<file path="src/rtl/arb_mux.sv">
// -----------------------------------------------------------------------------
// arb_mux
//   N-channel arbitrated multiplexer with one registered output stage. Several
//   producers share one consumer through valid/ready handshakes. The channel is
//   picked internally by fixed priority or round-robin arbitration. An external
//   override can also select it. The output register supports stall and flush.
//
// Parameters
//   WIDTH     data width per channel (1..64)
//   CHANNELS  number of input channels (2..16)
//   SEL_W     channel index width, equal to $clog2(CHANNELS)
//   RR        0 = fixed priority (lowest index wins), 1 = round-robin
//
// Ports
//   clk        rising-edge clock
//   reset      synchronous, active-high reset
//   in_data    packed channel data, channel i at [i*WIDTH +: WIDTH]
//   in_valid   per-channel request
//   in_ready   per-channel accept (combinational, at most one bit set)
//   force_en   bypass arbitration and use force_sel
//   force_sel  forced channel index
//   flush      drop the registered output and accept nothing this cycle
//   out_data   registered selected data
//   out_chan   registered index of the channel that produced out_data
//   out_valid  out_data/out_chan are valid
//   out_ready  consumer accepts the output
// -----------------------------------------------------------------------------
module arb_mux #(
    parameter int WIDTH    = 32,
    parameter int CHANNELS = 4,
    parameter int SEL_W    = 2,
    parameter int RR       = 1
) (
    input  logic                      clk,
    input  logic                      reset,
    input  logic [CHANNELS*WIDTH-1:0] in_data,
    input  logic [CHANNELS-1:0]       in_valid,
    output logic [CHANNELS-1:0]       in_ready,
    input  logic                      force_en,
    input  logic [SEL_W-1:0]          force_sel,
    input  logic                      flush,
    output logic [WIDTH-1:0]          out_data,
    output logic [SEL_W-1:0]          out_chan,
    output logic                      out_valid,
    input  logic                      out_ready
);

    logic                  accept;
    logic                  gnt_any;
    logic [SEL_W-1:0]      gnt_idx;
    logic [CHANNELS-1:0]   grant;
    logic [WIDTH-1:0]      sel_data;
    logic [SEL_W-1:0]      rr_ptr;
    logic [2*CHANNELS-1:0] rr_window;
    int                    rr_sum;

    // The output register can take new data when it is empty or draining.
    assign accept = ~flush & ~reset & (~out_valid | out_ready);

    always_comb begin
        // NOTE: every signal driven here gets a default first, so no path can infer a latch.
        gnt_any   = 1'b0;
        gnt_idx   = '0;
        rr_sum    = 0;
        rr_window = {in_valid, in_valid} >> rr_ptr;

        if (force_en) begin
            // Indices at or above CHANNELS never match, so they never grant.
            for (int i = 0; i < CHANNELS; i++) begin
                if (SEL_W'(i) == force_sel && in_valid[i]) begin
                    gnt_any = 1'b1;
                    gnt_idx = SEL_W'(i);
                end
            end
        end else if (RR == 0) begin
            // Scan downwards so the lowest requesting index is written last.
            for (int i = CHANNELS - 1; i >= 0; i--) begin
                if (in_valid[i]) begin
                    gnt_any = 1'b1;
                    gnt_idx = SEL_W'(i);
                end
            end
        end else begin
            // rr_window holds the requests rotated so that bit 0 is channel rr_ptr.
            // The lowest set bit is the distance from rr_ptr to the winner.
            for (int j = CHANNELS - 1; j >= 0; j--) begin
                if (rr_window[j]) begin
                    gnt_any = 1'b1;
                    rr_sum  = int'(rr_ptr) + j;
                end
            end
            if (rr_sum >= CHANNELS) begin
                rr_sum = rr_sum - CHANNELS;
            end
            gnt_idx = SEL_W'(rr_sum);
        end
    end

    always_comb begin
        sel_data = '0;
        for (int i = 0; i < CHANNELS; i++) begin
            if (SEL_W'(i) == gnt_idx) begin
                sel_data = in_data[i*WIDTH +: WIDTH];
            end
        end
    end

    assign grant    = gnt_any ? (CHANNELS'(1) << gnt_idx) : '0;
    assign in_ready = accept ? grant : '0;

    always_ff @(posedge clk) begin
        // NOTE: state registers use non-blocking assignments so every register samples pre-edge values.
        if (reset) begin
            out_valid <= 1'b0;
            out_data  <= '0;
            out_chan  <= '0;
            rr_ptr    <= '0;
        end else if (flush) begin
            // Data and channel hold. Only the valid flag is dropped.
            out_valid <= 1'b0;
        end else if (accept) begin
            if (gnt_any) begin
                out_valid <= 1'b1;
                out_data  <= sel_data;
                out_chan  <= gnt_idx;
                // Forced transfers advance the pointer too. The pointer is unused when RR=0.
                if (int'(gnt_idx) == CHANNELS - 1) begin
                    rr_ptr <= '0;
                end else begin
                    rr_ptr <= gnt_idx + SEL_W'(1);
                end
            end else begin
                out_valid <= 1'b0;
            end
        end
    end

endmodule

</file>
<file path="config.mk">
export PLATFORM = sky130hd
export DESIGN_NAME = arb_mux
export DESIGN_NICKNAME = d
export VERILOG_FILES = /design/src/rtl/arb_mux.sv
export SDC_FILE = /design/constraint.sdc
export NUM_CORES = 1
export LEC_CHECK = 0
export CAP_MARGIN = 20
export CELL_PAD_IN_SITES_DETAIL_PLACEMENT = 1
export CELL_PAD_IN_SITES_GLOBAL_PLACEMENT = 1
export CORE_UTILIZATION = 49
export CTS_BUF_LIST = sky130_fd_sc_hd__clkbuf_8
export CTS_CLUSTER_SIZE = 20
export DETAILED_ROUTE_END_ITERATION = 10
export DONT_BUFFER_PORTS = 1
export PLACE_DENSITY_LB_ADDON = 0.1
export SLEW_MARGIN = 20
export SYNTH_ARGS = -nofsm -noshare
export SYNTH_HDL_FRONTEND = slang
export SYNTH_SLANG_ARGS = --single-unit
</file>
<file path="constraint.sdc">
create_clock -name clk -period 4.8 [get_ports clk]
set_input_delay 0 -clock clk [delete_from_list [all_inputs] [get_ports clk]]
set_output_delay 0 -clock clk [all_outputs]
set_load 0.01 [all_outputs]
</file>
==> Word-level counts from Yosys, hierarchy flattened <==
Cells that the tools add are included.
{ "totals": {"input_bits": 139, "regBits": 37, "out_inout_bits": 39, "elab_cells": 60} }
{ "op_classes": {"magnitude_cmp": 1, "reduce_logical": 8, "addsub": 5, "n_bitwise": 6, "eq_ne": 7, "n_shift": 2, "n_mux": 27} }
{ "op_table": {"columns": ["op", "n"], "rows": [
  ["2-to-1 mux 32 bit", 8],
  ["greater-or-equal comparator 32 x 4 -> 1 bit, second input constant", 1],
  ["2-to-1 mux 1 bit", 11],
  ["2-to-1 mux 2 bit", 5],
  ["== test 2 bit, first input constant", 4],
  ["2-to-1 mux 4 bit", 2],
  [">> shifter 8 x 2 -> 4 bit", 1],
  ["adder 2 x 2 -> 3 bit, second input constant", 2],
  ["== test 1 x 2 -> 1 bit, first input constant", 2],
  ["logical AND 1 bit", 4],
  ["logical NOT 2 bit", 2],
  ["left shift 1 x 2 -> 4 bit, first input constant", 1],
  ["adder 2 x 1 -> 3 bit, second input constant", 1],
  ["2-to-1 mux 3 bit", 1],
  ["NOT 1 bit", 3],
  ["AND reduction 3 bit", 1],
  ["adder 2 x 1 -> 2 bit, second input constant", 1],
  ["bitwise AND 1 bit", 2],
  ["== test 2 x 1 -> 1 bit, second input constant", 1],
  ["OR reduction 2 bit", 1],
  ["subtractor 2 x 1 -> 2 bit, second input constant", 1],
  ["OR 1 bit", 1]
]} }

==> Depth between registers and ports, before layout <==
{ "logic_depth": {"ltp_word": 14, "depth_mapped": 10} }

==> Worst setup path after synthesis <==
Ideal clock, no wire load.
{ "synth_timing": {"path_type": "reg2reg", "start": "reg rr_ptr[1]", "end": "reg out_data[0]", "slack_ps": 2367, "setup_ps": 89, "path_stages_with_launch": 10, "period_less_slack_ps": 2433, "arrival_time_ps": 2344, "cell_sequence": "dfxtp_1 mux2i_1 nor2_1 o32ai_1 ha_1 clkbuf_1 clkbuf_1 a221oi_1 a211o_1 a311oi_2"} }
{ "synth_between": {"elab_chain_cells": 14, "elab_cells_between_ends": 27, "cone_classes": "add/sub (4); order compare (1); eq/ne (3); shift (1); mux (16); reduce/logical (2)"} }
{ "synth_rtl": {"columns": ["item", "line_no", "rtl"], "rows": [
  ["from (decl)", "53", "logic [SEL_W-1:0] rr_ptr;"],
  ["from (signal assigned)", "130", "rr_ptr <= gnt_idx + SEL_W'(1);"],
  ["adder 2 x 2 -> 3 bit or >> shifter 8 x 2 -> 4 bit (tied branches)", "89, 65", null],
  ["2-to-1 mux 3 bit", "87", "if (rr_window[j]) begin"],
  ["2-to-1 mux 32 bit (2 in a row)", "87", null],
  ["2-to-1 mux 32 bit *", "87", null],
  ["2-to-1 mux 32 bit *", "67", "if (force_en) begin"],
  ["greater-or-equal comparator 32 x 4 -> 1 bit or subtractor 2 x 1 -> 2 bit (tied branches)", "92, 93", null],
  ["2-to-1 mux 2 bit *", "92", "if (rr_sum >= CHANNELS) begin"],
  ["2-to-1 mux 2 bit *", "67", null],
  ["net gnt_idx[0]", "50", "logic [SEL_W-1:0] gnt_idx;"],
  ["logical NOT 2 bit", "102", "if (SEL_W'(i) == gnt_idx) begin"],
  ["2-to-1 mux 32 bit (3 in a row)", "102", null],
  ["2-to-1 mux 32 bit *", "102", null],
  ["to (signal assigned)", "124", "out_data <= sel_data;"],
  ["to (decl)", "42", "output logic [WIDTH-1:0] out_data,"]
]} }
The timed path passes the listed nets; every way through them passes the cells marked *. The select of a mux whose other input is x is not followed.
A chain may end at the register's enable or synchronous reset.

==> Worst setup path in the final report <==
{ "layout_timing": {"start": "reg rr_ptr[1]", "end": "reg out_data[9]"} }
{ "layout_between": {"elab_chain_cells": 14, "elab_cells_between_ends": 27, "cone_classes": "add/sub (4); order compare (1); eq/ne (3); shift (1); mux (16); reduce/logical (2)"} }
{ "layout_rtl": {"columns": ["item", "line_no"], "rows": [
  ["adder 2 x 2 -> 3 bit or >> shifter 8 x 2 -> 4 bit (tied branches)", "89, 65"],
  ["2-to-1 mux 3 bit", "87"],
  ["2-to-1 mux 32 bit (3 in a row)", "87"],
  ["2-to-1 mux 32 bit", "67"],
  ["greater-or-equal comparator 32 x 4 -> 1 bit or subtractor 2 x 1 -> 2 bit (tied branches)", "92, 93"],
  ["2-to-1 mux 2 bit", "92"],
  ["2-to-1 mux 2 bit", "67"],
  ["logical NOT 2 bit", "102"],
  ["2-to-1 mux 32 bit (4 in a row)", "102"]
]} }
Parallel ways exist; a longest one is shown, timed or not. The select of a mux whose other input is x is not followed.

==> flow_summary.json <==
{
  "cpPeakStageDelay_ns": 0.62,
  "clkSlewWorstSetupHoldPaths_ns": 0.08,
  "dpl.hpwl_mm": 5.39,
  "drc": 0,
  "status": "finished, final reports clean",
  "ioPinCount": 178,
  "hold_violations": 0,
  "die_x_um": 77.2,
  "dieHeight_um": 77.2,
  "io_buffers": 0,
  "initial_core_util": 0.506,
  "antenna_left": 0,
  "rows": 27,
  "leakage_uw": 0.00127,
  "start_kind": "register",
  "postSynthNetCount": 458,
  "ys_warn_count": 0,
  "crit_required_ns": 5.03,
  "peakVddDrop_mv": 0.135,
  "ctsLongestPathBuffers": 2,
  "root_buffer": "clkbuf_8",
  "tightest_slew_ns": 0.953,
  "grt_pass1_wl_mm": 14.2,
  "worstSkewPairLatency_ns": 0.29,
  "numClockSinks": 37,
  "nFillCells": 622,
  "crit_path_end_kind": "register",
  "topRoutingLayerUsed": "met4",
  "crit_slowest_cell": "nor2b_2",
  "layout-drive-gt1-share": 0.181,
  "path_class": "reg -> reg",
  "power_density_nw_per_um2": 281,
  "grt_usage": 0.298,
  "fin_crit_ns": 3.61,
  "grt_max_degree": 41,
  "diodes": 0,
  "fp.coreArea_um2": 5470,
  "critical_path_arrival_ns": 3.84,
  "drtPass1Iterations": 6,
  "multi_input_area_um2": 1710,
  "fin_nets": 484,
  "grt_pass1_vias": 2792,
  "synth_cell_types": 35,
  "avgRoutedWirePerCell_um": 22.7,
  "ys_seq_elements": 37,
  "hold_path.class": "in -> reg",
  "numCtsBuffers": 5,
  "areaGrowthSynthToFinish_pct": 20.0,
  "syn_inst": 315,
  "met1_length_mm": 3.76,
  "slew_headroom": 0.364,
  "synth_area_um2": 2770,
  "maxSlewViolCount": 0,
  "period_share": 0.752,
  "antenna_found_initial": 0,
  "drt_iter0_markers": 117,
  "grt_overflow": 0,
  "final_util": 0.608,
  "path_max_fanout": 16,
  "globalplace.congestion": 0.807,
  "syn_avg_cell_area_um2": 8.80,
  "register_area_um2": 741,
  "clock_skew_ns": 0.00690,
  "drt-total-wl_mm": 9.38,
  "ys_seq_area_frac": 0.267,
  "routed_via_density": 6.69,
  "fmax_ghz": 0.277,
  "num_vias": 2769,
  "wl_met3_um": 684,
  "finalSetupViolCount": 0,
  "wl_met2_mm": 4.75,
  "finalSetupTns_ns": 0,
  "htreeDepth": 2,
  "path_cells": "nand2_1 > a311oi_1 > o32a_1 > ha_1 > nor2b_2 > buf_4 > a221oi_1 > a211o_1 > a311oi_2 > dlygate4sd3_1",
  "post_cts.repair.setup_buffers": 0,
  "maxCapViolCount": 0,
  "die-area_um2": 5960,
  "rsz0062_at_grt": "false",
  "tritoncts": "built",
  "fin_hold_ws_ns": 0.00917
}
[stage by stage]
step           total power [uW]  instances  worst slack (ns)  cell area [um2]
2_1_floorplan               602        315              2.37             2770
6_report                    935        414              1.19             3330
3_3_place_gp                633        356              1.93             2720
5_1_grt                     980        414              1.03             3330
4_1_cts                     929        413              1.27             3320
3_5_place_dp                638        356              1.85             2720
[cells by family (layout without fill, tap and decap cells)]
family | count (synthesis) | after routing | synth area share
AO/OA/AOI/OAI | 146 | 146 | 0.487
adder cells (fa/ha/maj) | 4 | 4 | 0.0181
buffers and inverters | 72 | 99 | 0.121
flip-flops | 37 | 37 | 0.267
multiplexers | 4 | 4 | 0.0203
AND/OR/NAND/NOR | 52 | 52 | 0.0871
[cells in the mapped netlist (all sizes together)]
library cell	count	area (um2)
a31o	1	8.76
or4	1	11.3
and3b	1	8.76
nand2	35	131
a211oi	3	27.5
o211ai	1	12.5
nand2b	3	18.8
dfxtp	37	741
o211a	1	17.5
nand3	1	5.00
mux4	1	26.3
mux2i	3	30.0
o21ai	3	15.0
o32a	1	10.0
a221oi	31	272
nor2	3	13.8
a22oi	1	7.51
inv	36	135
ha	4	50.1
a311oi	32	462
a21oi	38	220
o32ai	1	8.76
and3	4	25.0
a21boi	1	7.51
clkbuf	22	82.6
a211o	32	280
buf	14	116
nor2b	4	27.5
[metal layers]
layer / GRT usage / vias to the layer above
met5: 0 / -
met4: 0.0962 / 0
met3: 0.0750 / 17
met2: 0.520 / 140
met1: 0.353 / 1351
li1: - / 1261
[power breakdown]
part	switching, uW	internal [uW]
registers	29.5	330
clock network	119	130
logic	175	152
[flip-flops by register name, indices dropped and copies added, names as in the netlist]
name       cells
rr_ptr         2
out_chan       2
out_data      32
out_valid      1
[path summary, 6_finish.rpt]
path	endpoint	slack [ns]	from	cells after the start
setup reg to reg	out_data[9]	1.19	rr_ptr[1]	10
hold / removal	out_data[23]	0.009	in_data[87]	3
hold reg to reg	rr_ptr[1]	0.55	rr_ptr[1]	2
setup / recovery	out_data[9]	1.19	rr_ptr[1]	10
[what timing repair did]
action                                 4_1_cts  5_1_grt
resized for setup                            0        0
hold buffers                                49        1
endpoints found under the hold margin       37        1
[cell usage in the layout (no fill, tap or decap), types with 2 or more instances in the layout]
master	n
a311oi_1	3
o21ai_0	3
a211oi_1	2
mux2i_1	3
and3_1	4
clkbuf_8	7
a21oi_2	8
nor2_1	2
ha_1	2
a21oi_1	30
buf_4	5
nand2_1	35
a221oi_1	31
dlygate4sd3_1	49
nor2b_1	2
ha_2	2
a211o_1	32
nor2b_2	2
nand2b_1	2
inv_1	36
a311oi_2	29
dfxtp_1	37
[final cells by class]
class | count | area share
clock inverters | 1 | 0.00150
clock buffers | 7 | 0.0290
inverters | 36 | 0.0406
multi-input cells | 206 | 0.514
flip-flops and latches | 37 | 0.223
repair buffers | 55 | 0.165
well taps | 72 | 0.0271
[worst max-delay path: cells and delay by family, from the launching register on]
kind,cells,cell delay [ns]
DFF,1,0.41
buffers and inverters,2,0.95
and+or+nand+nor,2,0.71
adders and majority gates,1,0.21
AOI/OAI and AO/OA,5,1.26
Note: power is estimated with default switching activity, not from simulation.
